[src/rtl/router_pkg.sv]
// Shared router definitions: scheduler FSM encodings,
// active-port codes and the default field width.
package router_pkg;

    localparam int DEF_WIDTH = 8;

    typedef logic [1:0] port_t;

    localparam logic [2:0] S_IDLE = 3'd0;
    localparam logic [2:0] S_LOAD = 3'd1;
    localparam logic [2:0] S_WAIT = 3'd2;
    localparam logic [2:0] S_ACK  = 3'd3;
    localparam logic [2:0] S_ERR  = 3'd4;

    localparam port_t PORT_NONE = 2'b00;
    localparam port_t PORT_1    = 2'b01;
    localparam port_t PORT_2    = 2'b10;

endpackage

[src/rtl/spi_tx_scheduler_if.sv]
// Port-side and SPI-side signals of the SPI transmit scheduler.
// slave is the scheduler view, master the requester/SPI view.
interface spi_tx_scheduler_if #(
    parameter int WIDTH = router_pkg::DEF_WIDTH
);
    import router_pkg::*;

    logic             req1;
    logic [WIDTH-1:0] des1;
    logic [WIDTH-1:0] data1;
    logic [WIDTH-1:0] check1;
    logic             req2;
    logic [WIDTH-1:0] des2;
    logic [WIDTH-1:0] data2;
    logic [WIDTH-1:0] check2;
    logic             spiBusy;
    logic             spiDone;
    logic             spiStart;
    logic [WIDTH-1:0] spiByte;
    logic             ack1;
    logic             ack2;
    logic             timeoutErr;
    port_t            activePort;

    modport slave (
        input  req1, des1, data1, check1,
        input  req2, des2, data2, check2,
        input  spiBusy, spiDone,
        output spiStart, spiByte, ack1, ack2,
        output timeoutErr, activePort
    );

    modport master (
        output req1, des1, data1, check1,
        output req2, des2, data2, check2,
        output spiBusy, spiDone,
        input  spiStart, spiByte, ack1, ack2,
        input  timeoutErr, activePort
    );

endinterface

[src/rtl/rr_arbiter2.sv]
// Two-requester round-robin arbiter; the pointer only moves
// when a transfer finishes (ack or abort).
module rr_arbiter2 (
    input  logic       clock,
    input  logic       reset,
    input  logic [1:0] req,
    input  logic       update,
    input  logic       last,
    output logic [1:0] grant
);

    logic favour2;

    // last is high when port 2 was the one just served
    always_ff @(posedge clock or posedge reset) begin
        if (reset) begin
            favour2 <= 1'b0;
        end else if (update) begin
            favour2 <= !last;
        end
    end

    always_comb begin
        grant = req;
        if (req == 2'b11) begin
            grant = favour2 ? 2'b10 : 2'b01;
        end
    end

endmodule

[src/rtl/spi_tx_scheduler.sv]
// Shares one SPI transmitter between two output ports, sending
// each granted packet as des, data, check with a per-byte timeout.
module spi_tx_scheduler
    import router_pkg::*;
#(
    parameter int WIDTH   = DEF_WIDTH,
    parameter int TIMEOUT = 64
) (
    input  logic              clock,
    input  logic              reset,
    spi_tx_scheduler_if.slave bus
);

    localparam int CW = $clog2(TIMEOUT);
    // last WAIT cycle is the one whose increment reaches TIMEOUT-1
    localparam logic [CW-1:0] CNT_LAST = CW'(TIMEOUT - 2);

    logic [2:0]       state;
    port_t            port;
    logic [1:0]       idx;
    logic [CW-1:0]    cnt;
    logic [WIDTH-1:0] data_q;
    logic [WIDTH-1:0] check_q;
    logic [WIDTH-1:0] byte_q;
    logic [1:0]       grant;
    logic             done_xfer;

    assign done_xfer = (state == S_ACK) || (state == S_ERR);

    rr_arbiter2 u_arb (
        .clock  (clock),
        .reset  (reset),
        .req    ({bus.req2, bus.req1}),
        .update (done_xfer),
        .last   (port[1]),
        .grant  (grant)
    );

    always_ff @(posedge clock or posedge reset) begin
        if (reset) begin
            state   <= S_IDLE;
            port    <= PORT_NONE;
            idx     <= 2'd0;
            cnt     <= '0;
            data_q  <= '0;
            check_q <= '0;
            byte_q  <= '0;
        end else begin
            unique case (state)
                S_IDLE: begin
                    if (grant == PORT_1) begin
                        port    <= PORT_1;
                        idx     <= 2'd0;
                        byte_q  <= bus.des1;
                        data_q  <= bus.data1;
                        check_q <= bus.check1;
                        state   <= S_LOAD;
                    end else if (grant == PORT_2) begin
                        port    <= PORT_2;
                        idx     <= 2'd0;
                        byte_q  <= bus.des2;
                        data_q  <= bus.data2;
                        check_q <= bus.check2;
                        state   <= S_LOAD;
                    end
                end
                S_LOAD: begin
                    if (!bus.spiBusy) begin
                        cnt   <= '0;
                        state <= S_WAIT;
                    end
                end
                S_WAIT: begin
                    if (cnt != '1) begin
                        cnt <= cnt + 1'b1;
                    end
                    if (bus.spiDone) begin
                        if (idx == 2'd2) begin
                            state <= S_ACK;
                        end else begin
                            idx    <= idx + 2'd1;
                            byte_q <= (idx == 2'd0) ? data_q : check_q;
                            state  <= S_LOAD;
                        end
                    end else if (cnt == CNT_LAST) begin
                        state <= S_ERR;
                    end
                end
                S_ACK, S_ERR: begin
                    state <= S_IDLE;
                end
                default: begin
                    state <= S_IDLE;
                end
            endcase
        end
    end

    assign bus.spiStart   = (state == S_LOAD) && !bus.spiBusy;
    assign bus.spiByte    = byte_q;
    assign bus.ack1       = (state == S_ACK) && port[0];
    assign bus.ack2       = (state == S_ACK) && port[1];
    assign bus.timeoutErr = (state == S_ERR);
    assign bus.activePort = (state == S_IDLE) ? PORT_NONE : port;

endmodule

[src/flat_wrapper.sv]
// flat-port wrapper written by rule: the top's interface ports become plain ports
module spi_tx_scheduler_flat import router_pkg::*;
#(
    parameter int WIDTH   = DEF_WIDTH,
    parameter int TIMEOUT = 64
)
  (clock, reset, bus_req1, bus_des1, bus_data1, bus_check1, bus_req2, bus_des2, bus_data2, bus_check2, bus_spiBusy, bus_spiDone, bus_spiStart, bus_spiByte, bus_ack1, bus_ack2, bus_timeoutErr, bus_activePort);
  spi_tx_scheduler_if #(.WIDTH(WIDTH)) bus_i ();
  input  logic clock;
  input  logic reset;
  input wire logic [$bits(bus_i.req1)-1:0] bus_req1;
  input wire logic [$bits(bus_i.des1)-1:0] bus_des1;
  input wire logic [$bits(bus_i.data1)-1:0] bus_data1;
  input wire logic [$bits(bus_i.check1)-1:0] bus_check1;
  input wire logic [$bits(bus_i.req2)-1:0] bus_req2;
  input wire logic [$bits(bus_i.des2)-1:0] bus_des2;
  input wire logic [$bits(bus_i.data2)-1:0] bus_data2;
  input wire logic [$bits(bus_i.check2)-1:0] bus_check2;
  input wire logic [$bits(bus_i.spiBusy)-1:0] bus_spiBusy;
  input wire logic [$bits(bus_i.spiDone)-1:0] bus_spiDone;
  output wire logic [$bits(bus_i.spiStart)-1:0] bus_spiStart;
  output wire logic [$bits(bus_i.spiByte)-1:0] bus_spiByte;
  output wire logic [$bits(bus_i.ack1)-1:0] bus_ack1;
  output wire logic [$bits(bus_i.ack2)-1:0] bus_ack2;
  output wire logic [$bits(bus_i.timeoutErr)-1:0] bus_timeoutErr;
  output wire logic [$bits(bus_i.activePort)-1:0] bus_activePort;
  assign bus_i.req1 = bus_req1;
  assign bus_i.des1 = bus_des1;
  assign bus_i.data1 = bus_data1;
  assign bus_i.check1 = bus_check1;
  assign bus_i.req2 = bus_req2;
  assign bus_i.des2 = bus_des2;
  assign bus_i.data2 = bus_data2;
  assign bus_i.check2 = bus_check2;
  assign bus_i.spiBusy = bus_spiBusy;
  assign bus_i.spiDone = bus_spiDone;
  assign bus_spiStart = bus_i.spiStart;
  assign bus_spiByte = bus_i.spiByte;
  assign bus_ack1 = bus_i.ack1;
  assign bus_ack2 = bus_i.ack2;
  assign bus_timeoutErr = bus_i.timeoutErr;
  assign bus_activePort = bus_i.activePort;
  spi_tx_scheduler #(.WIDTH(WIDTH), .TIMEOUT(TIMEOUT)) u_core (.clock(clock), .reset(reset), .bus(bus_i));
endmodule
[config.mk]
export PLATFORM = sky130hd
export DESIGN_NAME = spi_tx_scheduler_flat
export DESIGN_NICKNAME = d
export VERILOG_FILES = /design/src/rtl/router_pkg.sv /design/src/rtl/spi_tx_scheduler_if.sv /design/src/rtl/rr_arbiter2.sv /design/src/rtl/spi_tx_scheduler.sv /design/src/flat_wrapper.sv
export SDC_FILE = /design/constraint.sdc
export NUM_CORES = 1
export LEC_CHECK = 0
export ABC_AREA = 1
export CORE_ASPECT_RATIO = 1.25
export CORE_MARGIN = 4
export CORE_UTILIZATION = 40
export DETAILED_ROUTE_END_ITERATION = 8
export PLACE_DENSITY = 0.78
export SYNTH_ARGS = -nofsm -noshare
export SYNTH_HDL_FRONTEND = slang
export SYNTH_SLANG_ARGS = --single-unit
[constraint.sdc]
create_clock -name clock -period 1.6 [get_ports clock]
set_input_delay 0.24 -clock clock [delete_from_list [all_inputs] [get_ports clock]]
set_output_delay 0.24 -clock clock [all_outputs]
set_load 0.02 [all_outputs]
==> results.py, run 1 <==
metrics = {
    "outcome": {
        "status": "finished with violations",
        "violations": "setup timing",
    },
    "sta": {
        "rsz0062_at_grt": "true",
        "setup_tns_ns": -0.01773,
        "setup_slack_ns": -0.01576,
        "min_period_ns": 1.616,
        "setup_viol": 2,
        "worst_pin_slew_ns": 0.2692,
        "hold-worst-slack_ns": 0.2871,
        "fin_skew_ns": 0.006579,
        "max-slew-margin-rel_pct": 82.01,
        "max_freq_ghz": 0.6189,
        "post-route-period-util_pct": 101.0,
        "drv_slew": 0,
        "hold_violations": 0,
    },
    "synth": {
        "netlist.top_cell.by_area": "dfrtp_1",
        "synth_edf_count": 0,
        "ys.flop_type": "dfrtp_1",
        "ys_seq_area_share_pct": 41.35,
        "ys_ff_latch": 38,
        "netlist_instances": 320,
        "syn_nets": 380,
        "syn-cell-area_um2": 2300,
        "yosysTopAreaCellShare_pct": 41.35,
        "synthTopCellsByArea": "dfrtp_1, nand2_1, nand3_1, inv_1, ha_1",
        "synth_cell_type_count": 28,
        "synth_warnings": 0,
        "postSynth.asyncResetShare_pct": 100.0,
        "synth_area_per_cell_um2": 7.187,
    },
    "power": {
        "p_int_uw": 3015,
        "leakage_uw": 0.001723,
        "p_seq_share_pct": 30.1,
        "max-vdd-ir-drop_mv": 0.8700,
        "powerDensity_nw_per_um2": 1555,
        "combPwrFrac_pct": 58.1,
        "p_sw_share_pct": 43.40,
        "power_switching_uw": 2312,
        "finalPower_uw": 5327,
        "p_clk_share_pct": 11.8,
    },
    "place": {
        "place_ws_ns": -0.3038,
        "numPortBuffers": 67,
        "finalWeightedCongestion": 0.8152,
        "place_area_um2": 3126,
        "dp_hpwl_um": 4444,
    },
    "floorplan": {
        "rows": 30,
        "initial_core_util_pct": 41.68,
        "die_w_um": 75.82,
        "num_io_pins": 68,
        "design.die.area_um2": 7034,
        "core_um2": 5518,
        "die_h_um": 92.78,
    },
    "clocking": {
        "cts_tree": "built",
        "clk_latency_ns": 0.30,
        "cts_buffers": 5,
        "htreeDepth": 2,
        "clockBufferDepth": 2,
        "root_buffer": "clkbuf_8",
        "clk_pin_slew_ns": 0.07,
        "cts_sinks": 38,
        "hold_buffers": 0,
    },
    "drt": {
        "drtPass1Iterations": 7,
        "post_drt_wl_per_cell_um": 13.81,
        "vias_per_cell": 5.011,
        "drc_errors": 0,
        "num_vias": 2360,
        "drt_first_iter_violations": 189,
        "totalWireLength_um": 6505,
        "antenna_left": 0,
    },
    "critical_path": {
        "reg2reg_depth": 8,
        "crit_path_end_kind": "flop",
        "arrival_ns": 1.85,
        "cp_cell_sequence": "a21oi_2 -> ha_4 -> inv_4 -> nand2_8 -> nor2_4 -> clkbuf_16 -> nand2_1 -> nand3_1",
        "worst-path-max-fanout": 8,
        "max_stage_delay_ns": 0.43,
        "worst-setup-path-type": "reg -> reg",
        "slowest_stage": "dfrtp_1",
        "startpoint_type": "flop",
        "crit_required_ns": 1.84,
    },
    "cells_and_area": {
        "final_nets": 467,
        "synthToLayoutAreaGrowth_pct": 48.91,
        "num_antenna_cells": 0,
        "final_cell_area_um2": 3425,
        "final_cell_mix": "nand2_1, clkdlybuf4s50_1, dfrtp_1, inv_1, nand3_1",
        "fillers": 479,
        "final_common_cell": "nand2_1",
        "layout-drive-gt1-share_pct": 18.92,
    },
    "grt": {
        "grt_pass1_wl_um": 9487,
        "grt_pass1_vias": 2170,
        "overflow": 0,
        "grt_start_max_net_pins": 39,
        "grtUsageTotal_pct": 17.43,
        "antenna_found_initial": 0,
    },
    "min_path": {
        "hold_path_class": "in -> async",
    },
    "job": {
        "drv_cap": 0,
    },
}
per-layer routing:
layer | wire, um | track usage [%] | vias to the layer above
met4 | 96 | 6.122 | 0
met3 | 415 | 3.909 | 8
li1 | - | - | 1167
met1 | 2423 | 20.63 | 1110
met5 | 0 | 0 | -
met2 | 3569 | 30.00 | 75
path summary, 6_finish.rpt:
| kind | endpoint | slack, ns | start |
|---|---|---|---|
| max in group asynchronous | u_core.state[0]$_DFFE_PP0P_ | 1.10 | reset |
| worst max-delay path | u_core.data_q[3]$_DFFE_PP0P_ | -0.02 | u_core.u_arb.favour2$_DFFE_PP0P_ |
| worst min register to register | u_core.u_arb.favour2$_DFFE_PP0P_ | 0.45 | u_core.port[1]$_DFFE_PP0P_ |
| min in group clock | u_core.u_arb.favour2$_DFFE_PP0P_ | 0.45 | u_core.port[1]$_DFFE_PP0P_ |
| worst min-delay path | u_core.idx[0]$_DFFE_PP0P_ | 0.29 | reset |
| worst max register to register | u_core.data_q[3]$_DFFE_PP0P_ | -0.02 | u_core.u_arb.favour2$_DFFE_PP0P_ |
state kept, by name, summed over array words and instances, names as in the netlist:
name                  flops
u_core.bus.spiByte        8
u_core.check_q            8
u_core.data_q             8
u_core.cnt                6
u_core.state              3
u_core.idx                2
u_core.port               2
u_core.u_arb.favour2      1
power groups by stage:
| stage | Clock (uW) | Sequential [uW] | Combinational, uW |
|---|---|---|---|
| after CTS | 642 | 1580 | 2630 |
| after detailed placement | 0 | 1600 | 2660 |
| after floorplan | 0 | 1660 | 1660 |
| after global placement | 0 | 1590 | 2580 |
| after global routing | 690 | 1640 | 3390 |
| final | 630 | 1600 | 3090 |
logic make-up (layout without fill, tap and decap cells):
logic type	count (synthesis)	in the layout	synth area share [%]
flops	38	38	41.35
simple gates	209	211	39.01
fa+ha+maj	6	6	3.264
xor+xnor	1	1	0.3809
buf+inv	41	126	8.868
compound gates	25	25	7.128
through the flow:
step                      cells  util [%]
after detailed placement    456     56.64
final                       471     62.06
after floorplan             320         -
after global placement      456     56.64
after global routing        471     62.06
after CTS                   464     57.89
synth_stat cells (all sizes together) (4+ instances only):
master	number
a21oi	4
buf	9
dfrtp	38
ha	6
inv	31
nand2	157
nand3	30
nand4	4
nor2	17
o21ai	18
critical path: cells and delay by family, from the launching register on:
family                     cells  cell delay, ns
AOI/OAI and AO/OA              1            0.22
buffers and inverters          2            0.27
and+or+nand+nor                4            0.41
adders and majority gates      1            0.23
DFF                            1            0.43
repair_timing:
action | CTS | global route
resized for setup | 15 | 38
setup buffers | 1 | 2
pin swaps | 0 | 17
cloned | 0 | 5
setup endpoints to repair | 6 | 33
area by class of cell:
cell class / count / area [um2] / area share, %
Multi-Input combinational cell: 243 / 1279 / 37.34
Sequential cell: 38 / 952.2 / 27.80
Timing Repair Buffer: 88 / 912.1 / 26.64
Inverter: 31 / 121.4 / 3.544
Tap cell: 64 / 80.08 / 2.338
Clock buffer: 6 / 72.57 / 2.119
Clock inverter: 1 / 7.507 / 0.2192
No activity file was read; power rests on OpenSTA's default activity.
==> run 2, diff against run 1 <==
- REMOVE_ABC_BUFFERS: not set -> 1
==> run 2 against run 1 <==
The flow now finishes without violations. Via count is 1.9% lower. Clock skew grew 0.0012 ns. Die area did not move. Sequential power barely moved. Count of clock-buffer cells in the layout up 1. Design area fell by 3.9%. Clock power increased by 7.9%. First-iteration DRC count fell by 49%. Largest power group unchanged. Highest routed layer unchanged.
==> results.py, run 2 (synthesis results as in run 1) <==
metrics = {
    "drt": {
        "drtPass1Iterations": 5,
        "drt_first_iter_violations": 97,
        "totalWireLength_um": 5779,
        "vias_per_cell": 4.905,
        "num_vias": 2315,
        "post_drt_wl_per_cell_um": 12.24,
        "drc_errors": 0,
        "antenna_left": 0,
    },
    "critical_path": {
        "crit_path_end_kind": "output port",
        "r2r_end": "u_core.data_q[3]$_DFFE_PP0P_",
        "r2r_setup_slack_ns": 0.08,
        "worst-path-max-fanout": 6,
        "arrival_ns": 1.29,
        "startpoint_type": "flop",
        "reg2reg_depth": 8,
        "worst-setup-path-type": "reg -> out",
        "r2r-start": "u_core.u_arb.favour2$_DFFE_PP0P_",
        "crit_required_ns": 1.36,
        "startpoint": "u_core.state[2]$_DFFE_PP0P_",
    },
    "cells_and_area": {
        "fillers": 507,
        "regArea_um2": 950.9,
        "multi_input_area_um2": 1196,
        "stdcell_count": 472,
        "final_cell_area_um2": 3292,
        "final_nets": 467,
        "final_common_cell": "nand2_1",
        "synthToLayoutAreaGrowth_pct": 43.14,
        "final_cell_mix": "nand2_1, clkdlybuf4s50_1, dfrtp_1, nand3_1, inv_1",
        "layout-drive-gt1-share_pct": 15.20,
        "num_antenna_cells": 0,
    },
    "power": {
        "powerDensity_nw_per_um2": 1530,
        "max-vdd-ir-drop_mv": 0.7425,
        "finalPower_uw": 5038,
        "leakage_uw": 0.001666,
    },
    "sta": {
        "max_freq_ghz": 0.6538,
        "setup_tns_ns": 0,
        "fin_skew_ns": 0.007749,
        "hold_violations": 0,
        "max-slew-margin-rel_pct": 81.64,
        "setup_viol": 0,
        "min_period_ns": 1.530,
        "hold-worst-slack_ns": 0.3065,
        "rsz0062_at_grt": "true",
        "post-route-period-util_pct": 95.60,
        "drv_slew": 0,
        "worst_pin_slew_ns": 0.2754,
    },
    "grt": {
        "grt_pass1_vias": 2340,
        "antenna_found_initial": 0,
        "grt_pass1_wl_um": 9742,
        "overflow": 0,
        "grtUsageTotal_pct": 17.64,
        "grt_start_max_net_pins": 39,
    },
    "outcome": {
        "status": "completed",
    },
    "floorplan": {
        "num_io_pins": 68,
        "die_w_um": 75.82,
        "die_h_um": 92.78,
        "rows": 30,
        "initial_core_util_pct": 41.68,
        "design.die.area_um2": 7034,
        "core_um2": 5518,
    },
    "clocking": {
        "clk_latency_ns": 0.29,
        "root_buffer": "clkbuf_8",
        "hold_buffers": 0,
        "cts_tree": "built",
        "clk_pin_slew_ns": 0.08,
        "clockBufferDepth": 2,
        "cts_buffers": 5,
        "cts_sinks": 38,
        "htreeDepth": 2,
    },
    "place": {
        "finalWeightedCongestion": 0.8093,
        "place_area_um2": 3128,
        "dp_cells": 458,
        "numPortBuffers": 67,
        "dp_hpwl_um": 4400,
    },
    "job": {
        "drv_cap": 0,
    },
    "min_path": {
        "hold_path_class": "in -> async",
    },
}
-- run 2: cell count changes in the layout (fill, tap and decap cells not counted), moves of 2 or more --
cell,delta
clkbuf_16,-3
nand3_1,+7
nand3_2,-7
nand2_2,-7
clkbuf_2,+2
ha_2,+2
nand2_1,+9
-- run 2: area by class of cell --
| cell class | instances | share of cell area (%) |
|---|---|---|
| inverters | 31 | 3.611 |
| clock inverters | 1 | 0.1520 |
| well taps | 64 | 2.433 |
| flip-flops and latches | 38 | 28.89 |
| multi-input cells | 243 | 36.34 |
| clock buffers | 7 | 2.623 |
| repair buffers | 88 | 25.96 |
-- run 2: repair_timing --
action	CTS	global route
cloned	1	1
endpoints found under the setup margin	22	41
buffers inserted	0	4
gates resized for setup	14	22
pin swaps	1	7
-- run 2: how the worst max path moves through the flow --
| stage | end | slack, ns | cells past startpoint |
|---|---|---|---|
| global route | u_core.check_q[7]$_DFFE_PP0P_ | -0.03 | 8 |
| global placement | u_core.check_q[0]$_DFFE_PP0P_ | -0.34 | 9 |
| CTS | bus_activePort[1] | 0.001 | 4 |
| floorplan | u_core.idx[0]$_DFFE_PP0P_ | -0.34 | 7 |
| finish | bus_activePort[0] | 0.07 | 5 |
| detailed placement | u_core.check_q[0]$_DFFE_PP0P_ | -0.36 | 9 |
-- run 2: worst max-delay path, cell delays in order, from the launching register on --
cell and delay, ns:
dfrtp_1 0.39, inv_2 0.12, nand2_4 0.08, nor2_4 0.12
nor2_1 0.05, clkdlybuf4s15_2 0.24
-- run 2: power by group --
group	leakage [uW]	internal [uW]	switching, uW
sequential	0.000482	1350	241
combinational	0.00114	1200	1570
clock	0.0000482	348	332
-- run 2: per-stage QoR --
| step | util [%] | worst slack (ns) |
|---|---|---|
| 2_1_floorplan | - | -0.3400 |
| 3_3_place_gp | 56.69 | -0.3370 |
| 3_5_place_dp | 56.69 | -0.3587 |
| 4_1_cts | 58.62 | 0.001157 |
| 5_1_grt | 59.66 | -0.03105 |
| 6_report | 59.66 | 0.07046 |
-- run 2: metal layers --
layer	global-route usage [%]	part of all wire [%]	vias to the layer above
met4	5.977	2.4	0
met5	0	0	-
met2	32.21	54	70
li1	-	-	1178
met3	3.583	5.1	13
met1	19.44	38	1054
